--- src/rtl/meikyuu_pkg.sv ---
// Shared types and constants for the button front end: FSM states, direction indices
// and the frame counter width.
package meikyuu_pkg;

  typedef enum logic [2:0] {
    StIdle,
    StPending,
    StDelay,
    StRepeat,
    StHeld
  } btn_state_e;

  localparam int unsigned UP    = 0;
  localparam int unsigned DOWN  = 1;
  localparam int unsigned LEFT  = 2;
  localparam int unsigned RIGHT = 3;

  localparam int unsigned FRAME_CNT_W = 8;

endpackage

--- src/rtl/btn_channel.sv ---
// One push-button: 2-flop synchronizer, debounce and press FSM.
// Auto-repeat is built only when BTN_FILTER_AUTOREPEAT_EN is defined.
module btn_channel
  import meikyuu_pkg::*;
#(
  parameter int unsigned DEBOUNCE_CYCLES = 250000,
  parameter int unsigned REPEAT_DELAY    = 20,
  parameter int unsigned REPEAT_RATE     = 4,
  parameter int unsigned BTN_ACTIVE_LOW  = 1
) (
  input  logic CLOCK_25,
  input  logic reset,
  input  logic i_btn_raw,
  input  logic i_frame_tick,
  output logic o_stable,
  output logic o_strobe
);

  if (DEBOUNCE_CYCLES < 1 || REPEAT_DELAY < 1 || REPEAT_DELAY > 255 ||
      REPEAT_RATE < 1 || REPEAT_RATE > 255) begin : g_cfg_check
    $error("btn_channel: parameter out of range");
  end

  localparam logic RawReleased = (BTN_ACTIVE_LOW != 0);
  localparam int unsigned CntW = (DEBOUNCE_CYCLES > 1) ? $clog2(DEBOUNCE_CYCLES) : 1;
  localparam logic [CntW-1:0] CntMax = CntW'(DEBOUNCE_CYCLES - 1);

  logic [1:0]      r_sync;
  logic [CntW-1:0] r_db_cnt;
  logic            r_stable;
  btn_state_e      r_state, w_state_d;
  logic            w_pressed, w_differ, w_toggle, w_rise, w_fall;

  always_ff @(posedge CLOCK_25) begin
    if (reset) begin
      r_sync <= {2{RawReleased}};
    end else begin
      r_sync <= {r_sync[0], i_btn_raw};
    end
  end

  assign w_pressed = r_sync[1] ^ RawReleased;
  assign w_differ  = (w_pressed != r_stable);
  assign w_toggle  = w_differ && (r_db_cnt == CntMax);
  assign w_rise    = w_toggle && !r_stable;
  assign w_fall    = w_toggle && r_stable;

  always_ff @(posedge CLOCK_25) begin
    if (reset) begin
      r_db_cnt <= '0;
      r_stable <= 1'b0;
    end else begin
      if (!w_differ || w_toggle) r_db_cnt <= '0;
      else                       r_db_cnt <= r_db_cnt + CntW'(1);
      if (w_toggle) r_stable <= ~r_stable;
    end
  end

  assign o_stable = r_stable;

`ifdef BTN_FILTER_AUTOREPEAT_EN
  localparam logic [FRAME_CNT_W-1:0] DelayTicks = FRAME_CNT_W'(REPEAT_DELAY);
  localparam logic [FRAME_CNT_W-1:0] RateTicks  = FRAME_CNT_W'(REPEAT_RATE);

  logic [FRAME_CNT_W-1:0] r_frame, w_frame_inc, w_frame_d;

  assign w_frame_inc = (r_frame == '1) ? r_frame : r_frame + FRAME_CNT_W'(1);

  // Restart the frame count on every state change and every strobe.
  always_comb begin
    w_frame_d = r_frame;
    if (w_state_d != r_state || o_strobe) w_frame_d = '0;
    else if (i_frame_tick)                w_frame_d = w_frame_inc;
  end

  always_ff @(posedge CLOCK_25) begin
    if (reset) r_frame <= '0;
    else       r_frame <= w_frame_d;
  end
`endif

  // Release wins over everything; a rising edge is taken before any tick in IDLE.
  always_comb begin
    w_state_d = r_state;
    o_strobe  = 1'b0;
    if (w_fall) begin
      w_state_d = StIdle;
    end else begin
      unique case (r_state)
        StIdle: begin
          if (w_rise) w_state_d = StPending;
        end
        StPending: begin
          if (i_frame_tick) begin
            o_strobe = 1'b1;
`ifdef BTN_FILTER_AUTOREPEAT_EN
            w_state_d = StDelay;
`else
            w_state_d = StHeld;
`endif
          end
        end
`ifdef BTN_FILTER_AUTOREPEAT_EN
        StDelay: begin
          if (i_frame_tick && w_frame_inc == DelayTicks) begin
            o_strobe  = 1'b1;
            w_state_d = StRepeat;
          end
        end
        StRepeat: begin
          if (i_frame_tick && w_frame_inc == RateTicks) o_strobe = 1'b1;
        end
`else
        StHeld: begin
          w_state_d = StHeld;
        end
`endif
        default: w_state_d = StIdle;
      endcase
    end
  end

  always_ff @(posedge CLOCK_25) begin
    if (reset) r_state <= StIdle;
    else       r_state <= w_state_d;
  end

endmodule

--- src/rtl/btn_filter.sv ---
// Four debounced buttons turned into registered one-cycle move strobes, with
// opposite-direction cancellation. Auto-repeat is enabled by BTN_FILTER_AUTOREPEAT_EN.
module btn_filter
  import meikyuu_pkg::*;
#(
  parameter int unsigned DEBOUNCE_CYCLES = 250000,
  parameter int unsigned REPEAT_DELAY    = 20,
  parameter int unsigned REPEAT_RATE     = 4,
  parameter int unsigned BTN_ACTIVE_LOW  = 1
) (
  input  logic       CLOCK_25,
  input  logic       reset,
  input  logic       btn_up,
  input  logic       btn_down,
  input  logic       btn_left,
  input  logic       btn_right,
  input  logic       frame_tick,
  output logic       move_up,
  output logic       move_down,
  output logic       move_left,
  output logic       move_right,
  output logic [3:0] held
);

  logic [3:0] w_raw, w_stable, w_qual, w_go;
  logic [3:0] r_move;

  assign w_raw = {btn_right, btn_left, btn_down, btn_up};

  for (genvar g = 0; g < 4; g++) begin : g_ch
    btn_channel #(
      .DEBOUNCE_CYCLES(DEBOUNCE_CYCLES),
      .REPEAT_DELAY   (REPEAT_DELAY),
      .REPEAT_RATE    (REPEAT_RATE),
      .BTN_ACTIVE_LOW (BTN_ACTIVE_LOW)
    ) u_channel (
      .CLOCK_25    (CLOCK_25),
      .reset       (reset),
      .i_btn_raw   (w_raw[g]),
      .i_frame_tick(frame_tick),
      .o_stable    (w_stable[g]),
      .o_strobe    (w_qual[g])
    );
  end

  // Opposite directions qualifying together cancel; the channel FSMs still advance.
  always_comb begin
    w_go = w_qual;
    if (w_qual[UP] && w_qual[DOWN]) begin
      w_go[UP]   = 1'b0;
      w_go[DOWN] = 1'b0;
    end
    if (w_qual[LEFT] && w_qual[RIGHT]) begin
      w_go[LEFT]  = 1'b0;
      w_go[RIGHT] = 1'b0;
    end
  end

  always_ff @(posedge CLOCK_25) begin
    if (reset) r_move <= '0;
    else       r_move <= w_go;
  end

  assign move_up    = r_move[UP];
  assign move_down  = r_move[DOWN];
  assign move_left  = r_move[LEFT];
  assign move_right = r_move[RIGHT];
  assign held       = w_stable;

endmodule

--- config.mk ---
export PLATFORM = sky130hd
export DESIGN_NAME = btn_filter
export DESIGN_NICKNAME = d
export VERILOG_FILES = /design/src/rtl/meikyuu_pkg.sv /design/src/rtl/btn_channel.sv /design/src/rtl/btn_filter.sv
export SDC_FILE = /design/constraint.sdc
export NUM_CORES = 1
export LEC_CHECK = 0
export CORE_MARGIN = 3
export CORE_UTILIZATION = 49
export CTS_CLUSTER_SIZE = 20
export DETAILED_ROUTE_END_ITERATION = 10
export PLACE_DENSITY = 0.66
export SYNTH_ARGS = -nofsm -noshare
export SYNTH_HDL_FRONTEND = slang
export SYNTH_SLANG_ARGS = --single-unit
--- constraint.sdc ---
create_clock -name CLOCK_25 -period 3.6 [get_ports CLOCK_25]
set_input_delay 0.72 -clock CLOCK_25 [delete_from_list [all_inputs] [get_ports CLOCK_25]]
set_output_delay 0.72 -clock CLOCK_25 [all_outputs]
set_load 0.02 [all_outputs]
After elaboration in Yosys (flattened, before gate mapping)
Cells that the tools add are included.
Widths: inputs -> output; s select.

storage, ports and cells
  register bits = 100
  input bits = 7
  output and inout bits = 8
  logic and storage cells = 116

operators by class
  $add $sub $neg = 4
  equality and inequality tests = 24
  mux-type cells = 18
  bitwise logic cells = 8
  reduce and logical (&&, ||, !) cells = 44

operator list
  cell                   number
  $add 18x1->18 const B  4
  $eq 18x18->1 const B   4
  $pmux 3 s3             4
  $reduce_or 2->1        10
  $mux 3                 5
  $logic_and 1x1->1      14
  $eq 3x1->1 const B     4
  $eq 3x3->1 const B     4
  $logic_not 3->1        4
  $mux 1                 9
  $logic_not 1->1        8
  $ne 2x1->1 const B     4
  $ne 2x2->1 const B     4
  $not 1->1              8
  $reduce_and 2->1       4
  $logic_or 1x1->1       4
  $ne 1x1->1             4

Logic depth before layout (Yosys ltp)
  depth after elaboration = 7
  mapped depth = 7

By module
From an unflattened synthesis, not the netlist that was laid out.

second synthesis, totals
  cells, all modules = 504
  area total of the unflattened synthesis = 4604.4 µm²

modules (own cells, without submodules)
  module       instances  cells each  area each (µm²)
  btn_channel  4          124         1123.6
  btn_filter   1          8           110.1

Least setup slack after synthesis
Ideal clock, no wire load.

  path type = register to register
  start point = register g_ch[2].u_channel.r_db_cnt[0]
  end point = register g_ch[2].u_channel.r_db_cnt[10]
  arrival = 1766 ps
  slack = 1717 ps
  cell stages (with the launch flop) = 8
  buffers on the path = 2
  clock period less this slack = 1883 ps
  path through = dfxtp_1 -> ha_1 -> nand3_1 -> or4_1 -> buf_2 -> o21ai_2 -> buf_2 -> nor2_1

between the ends
  longest elaborated chain between the ends = 4

ends and longest elaborated chain
  element                                                line               text
  from (decl)                                            btn_channel.sv:29  logic [CntW-1:0] r_db_cnt;
  from (signal assigned)                                 btn_channel.sv:54  else r_db_cnt <= r_db_cnt + CntW'(1);
  branches (longest 4 deep; another with $add 18x1->18)  n/a

Parallel ways; which one is timed is not known.
A chain may end at the register's enable or synchronous reset.

Worst setup path after layout
  start point = register g_ch[1].u_channel.r_db_cnt[4]
  end point = register g_ch[1].u_channel.r_db_cnt[4]

between the ends
  longest elaborated chain between the ends = 4

ends and longest elaborated chain
  element                                                line
  from (decl)                                            btn_channel.sv:29
  from (signal assigned)                                 btn_channel.sv:54
  branches (longest 4 deep; another with $add 18x1->18)  n/a

Parallel ways; which one is timed is not known.

==> results.sh <==
export IMPL_max_slew_margin_rel_pct=20.4
export IMPL_clk_pin_slew_ns=0.09
export IMPL_ys_seq_area_share_pct=42.9
export IMPL_fp_dieH_um=102
export IMPL_routedWlPerCell_um=13.1
export IMPL_vdd_drop_max_v=0.000250
export IMPL_ys_async_sr_fraction_pct=0
export IMPL_met3WireLength_um=245
export IMPL_synthFlopType="dfxtp_1"
export IMPL_maxCapViolations=0
export IMPL_clockRootBuffer="clkbuf_8"
export IMPL_drtAntennaViolNets=0
export IMPL_io_pins=15
export IMPL_worstReg2RegEnd="g_ch[1].u_channel.r_db_cnt[4]"
export IMPL_syn_area_mm2=0.00448
export IMPL_rsz0062_at_grt="no"
export IMPL_postSynthAreaPerCell_um2=8.84
export IMPL_setup_viol=0
export IMPL_cp_cell_sequence="nor4b_1 > nand2_1 > o21bai_1 > nor2_1"
export IMPL_dr_wl_met2_um=3770
export IMPL_n_fill_cell=829
export IMPL_syn_nets=530
export IMPL_fin_crit_sh_pct=63.3
export IMPL_fin_setup_tns_ns=0
export IMPL_final_common_cell="dfxtp_1"
export IMPL_timing_final_crit_period_ns=2.28
export IMPL_grt_pass1_wl_um=14200
export IMPL_crit_path_max_fanout=17
export IMPL_top_layer="met4"
export IMPL_cp_end_kind="flip-flop"
export IMPL_std_cell_rows=34
export IMPL_nNetsFinal=543
export IMPL_cts_buffers=9
export IMPL_p_per_area_mw_per_mm2=381
export IMPL_dieArea_mm2=0.0103
export IMPL_criticalPathCategory="reg -> reg"
export IMPL_hold_path_class="reg -> reg"
export IMPL_wl_met1_um=4220
export IMPL_critPathRequiredTime_ns=3.80
export IMPL_wirelength_um=8300
export IMPL_fin_total_pwr_mw=1.88
export IMPL_holdBufCountCts=0
export IMPL_clkLatencyLatePin_ns=0.35
export IMPL_port_buffers=14
export IMPL_avgViaCountPerCell=5.55
export IMPL_slew_violations=0
export IMPL_dp_hpwl_um=5840
export IMPL_status="finished clean"
export IMPL_diodes=0
export IMPL_worstPathArrival_ns=2.48
export IMPL_hold_path_startpoint="g_ch[2].u_channel.r_sync[0]"
export IMPL_holdPathStages=1
export IMPL_drive_gt1_share_pct=7.24
export IMPL_post_cts_repair_setup_buffers=0
export IMPL_cts_htree_levels=3
export IMPL_finalHoldViolations=0
export IMPL_synthCells=507
export IMPL_clockBufferDepth=2
export IMPL_cts_tree="built"
export IMPL_cellLeakagePower_nw=1.48
export IMPL_die_x_um=102
export IMPL_grt_overflow_total=0
export IMPL_min_delay_worst_endpoint="g_ch[2].u_channel.r_sync[1]"
export IMPL_syn_to_final_growth_pct=9.74
export IMPL_grt_pass1_vias=3190
export IMPL_tightest_slew_ns=1.19
export IMPL_fmax_mhz=439
export IMPL_cp_start_kind="flip-flop"
export IMPL_grt_max_degree=21
export IMPL_yosysWarningCount=0
export IMPL_r2r_start="g_ch[1].u_channel.r_db_cnt[4]"
export IMPL_r2r_setup_slack_ns=1.32
export IMPL_antenna_found_initial=0
export IMPL_drc=0
export IMPL_slowest_stage="o21bai_1"
export IMPL_cts_resized=0
export IMPL_start_util_pct=50.9
export IMPL_drt_iter0_drc=94
export IMPL_synth_seq_cells=96
export IMPL_fin_util_pct=55.9
export IMPL_num_vias=3515
export IMPL_gp_congestion=0.792
export IMPL_track_usage_pct=16.6
export IMPL_drt_pre_antenna_iters=4
export IMPL_ys_types=46
export IMPL_core_mm2=0.00881
export IMPL_r2r_worst_path_cells=4
export IMPL_cts_sink_count=96
export IMPL_final_cell_mix="dfxtp_1, nor2_1, xnor2_1, inv_1"
export IMPL_clock_skew_ns=0.00866
export IMPL_synth_edff_count=0
export IMPL_cp_slowest_stage_delay_ns=0.96
-- sequential cells by signal (all words and copies together) (netlist names) --
register / flops
g_ch.u_channel.r_sync: 8
g_ch.u_channel.r_db_cnt: 72
g_ch.u_channel.r_state: 8
g_ch.u_channel.o_stable: 4
r_move: 4
-- area by class of cell --
type	count	area (um2)	area share, %
Clock buffer	9	124	2.52
Tap cell	108	135	2.75
Inverter	26	97.6	1.98
Timing Repair Buffer	16	155	3.15
Sequential cell	96	1920	39.1
Clock inverter	7	96.3	1.96
Multi-Input combinational cell	371	2390	48.6
-- cell families after synthesis --
kind of cell / count (synthesis) / share of synthesized area, %
muxes: 8 / 1.79
buffers and inverters: 40 / 3.82
adders and majority gates: 16 / 4.46
xor gates and xnor gates: 53 / 10.4
DFF: 96 / 42.9
and+or+nand+nor: 230 / 26.9
AOI/OAI and AO/OA: 64 / 9.85
-- synthesized netlist by cell type, types with 12 or more instances --
cell type	instances	area share, %
or3_1	12	1.7
inv_1	26	2.2
nand4_1	17	2.4
xnor2_1	42	8.2
o211ai_1	12	2.0
nand2_1	25	2.1
ha_1	16	4.5
or2_2	15	2.1
nor3_1	12	1.3
a21oi_1	18	2.0
nor4_1	12	1.7
nand3_1	25	2.8
dfxtp_1	96	43
nor2_1	71	5.9
-- worst max-delay path, delay by kind of cell (launching register included) --
family | cells | cell delay [ns]
simple gates | 3 | 0.80
flops | 1 | 0.37
compound gates | 1 | 0.96
-- power breakdown --
| part | internal (mW) | switching [mW] |
|---|---|---|
| registers | 1.07 | 0.00326 |
| logic | 0.0143 | 0.0180 |
| clock network | 0.391 | 0.382 |
-- metal layers --
metal	vias to the layer above	GRT usage, %
met5	-	0
met4	0	6.13
met3	5	3.17
met2	42	25.4
met1	1656	23.4
li1	1812	-
-- worst max path at each step --
stage,slack [ns],end,depth (start not counted),start
2_1_floorplan,1.72,g_ch[2].u_channel.r_db_cnt[10],7,g_ch[2].u_channel.r_db_cnt[0]
3_3_place_gp,1.28,g_ch[1].u_channel.r_db_cnt[13],6,reset
3_5_place_dp,1.19,g_ch[1].u_channel.r_db_cnt[4],6,reset
4_1_cts,1.25,g_ch[1].u_channel.r_db_cnt[4],5,g_ch[1].u_channel.r_db_cnt[0]
5_1_grt,1.02,g_ch[1].u_channel.r_db_cnt[6],4,g_ch[1].u_channel.r_db_cnt[4]
6_report,1.32,g_ch[1].u_channel.r_db_cnt[4],4,g_ch[1].u_channel.r_db_cnt[4]
-- stage by stage --
step           setup slack (ns)  std cells  area (um2)  hold slack (ns)
2_1_floorplan              1.72        507        4480            0.389
3_3_place_gp               1.28        617        4700            0.392
3_5_place_dp               1.19        617        4700            0.394
4_1_cts                    1.25        633        4920            0.415
5_1_grt                    1.02        633        4920            0.434
6_report                   1.32        633        4920            0.416
Power figures use the tool's default switching activity.
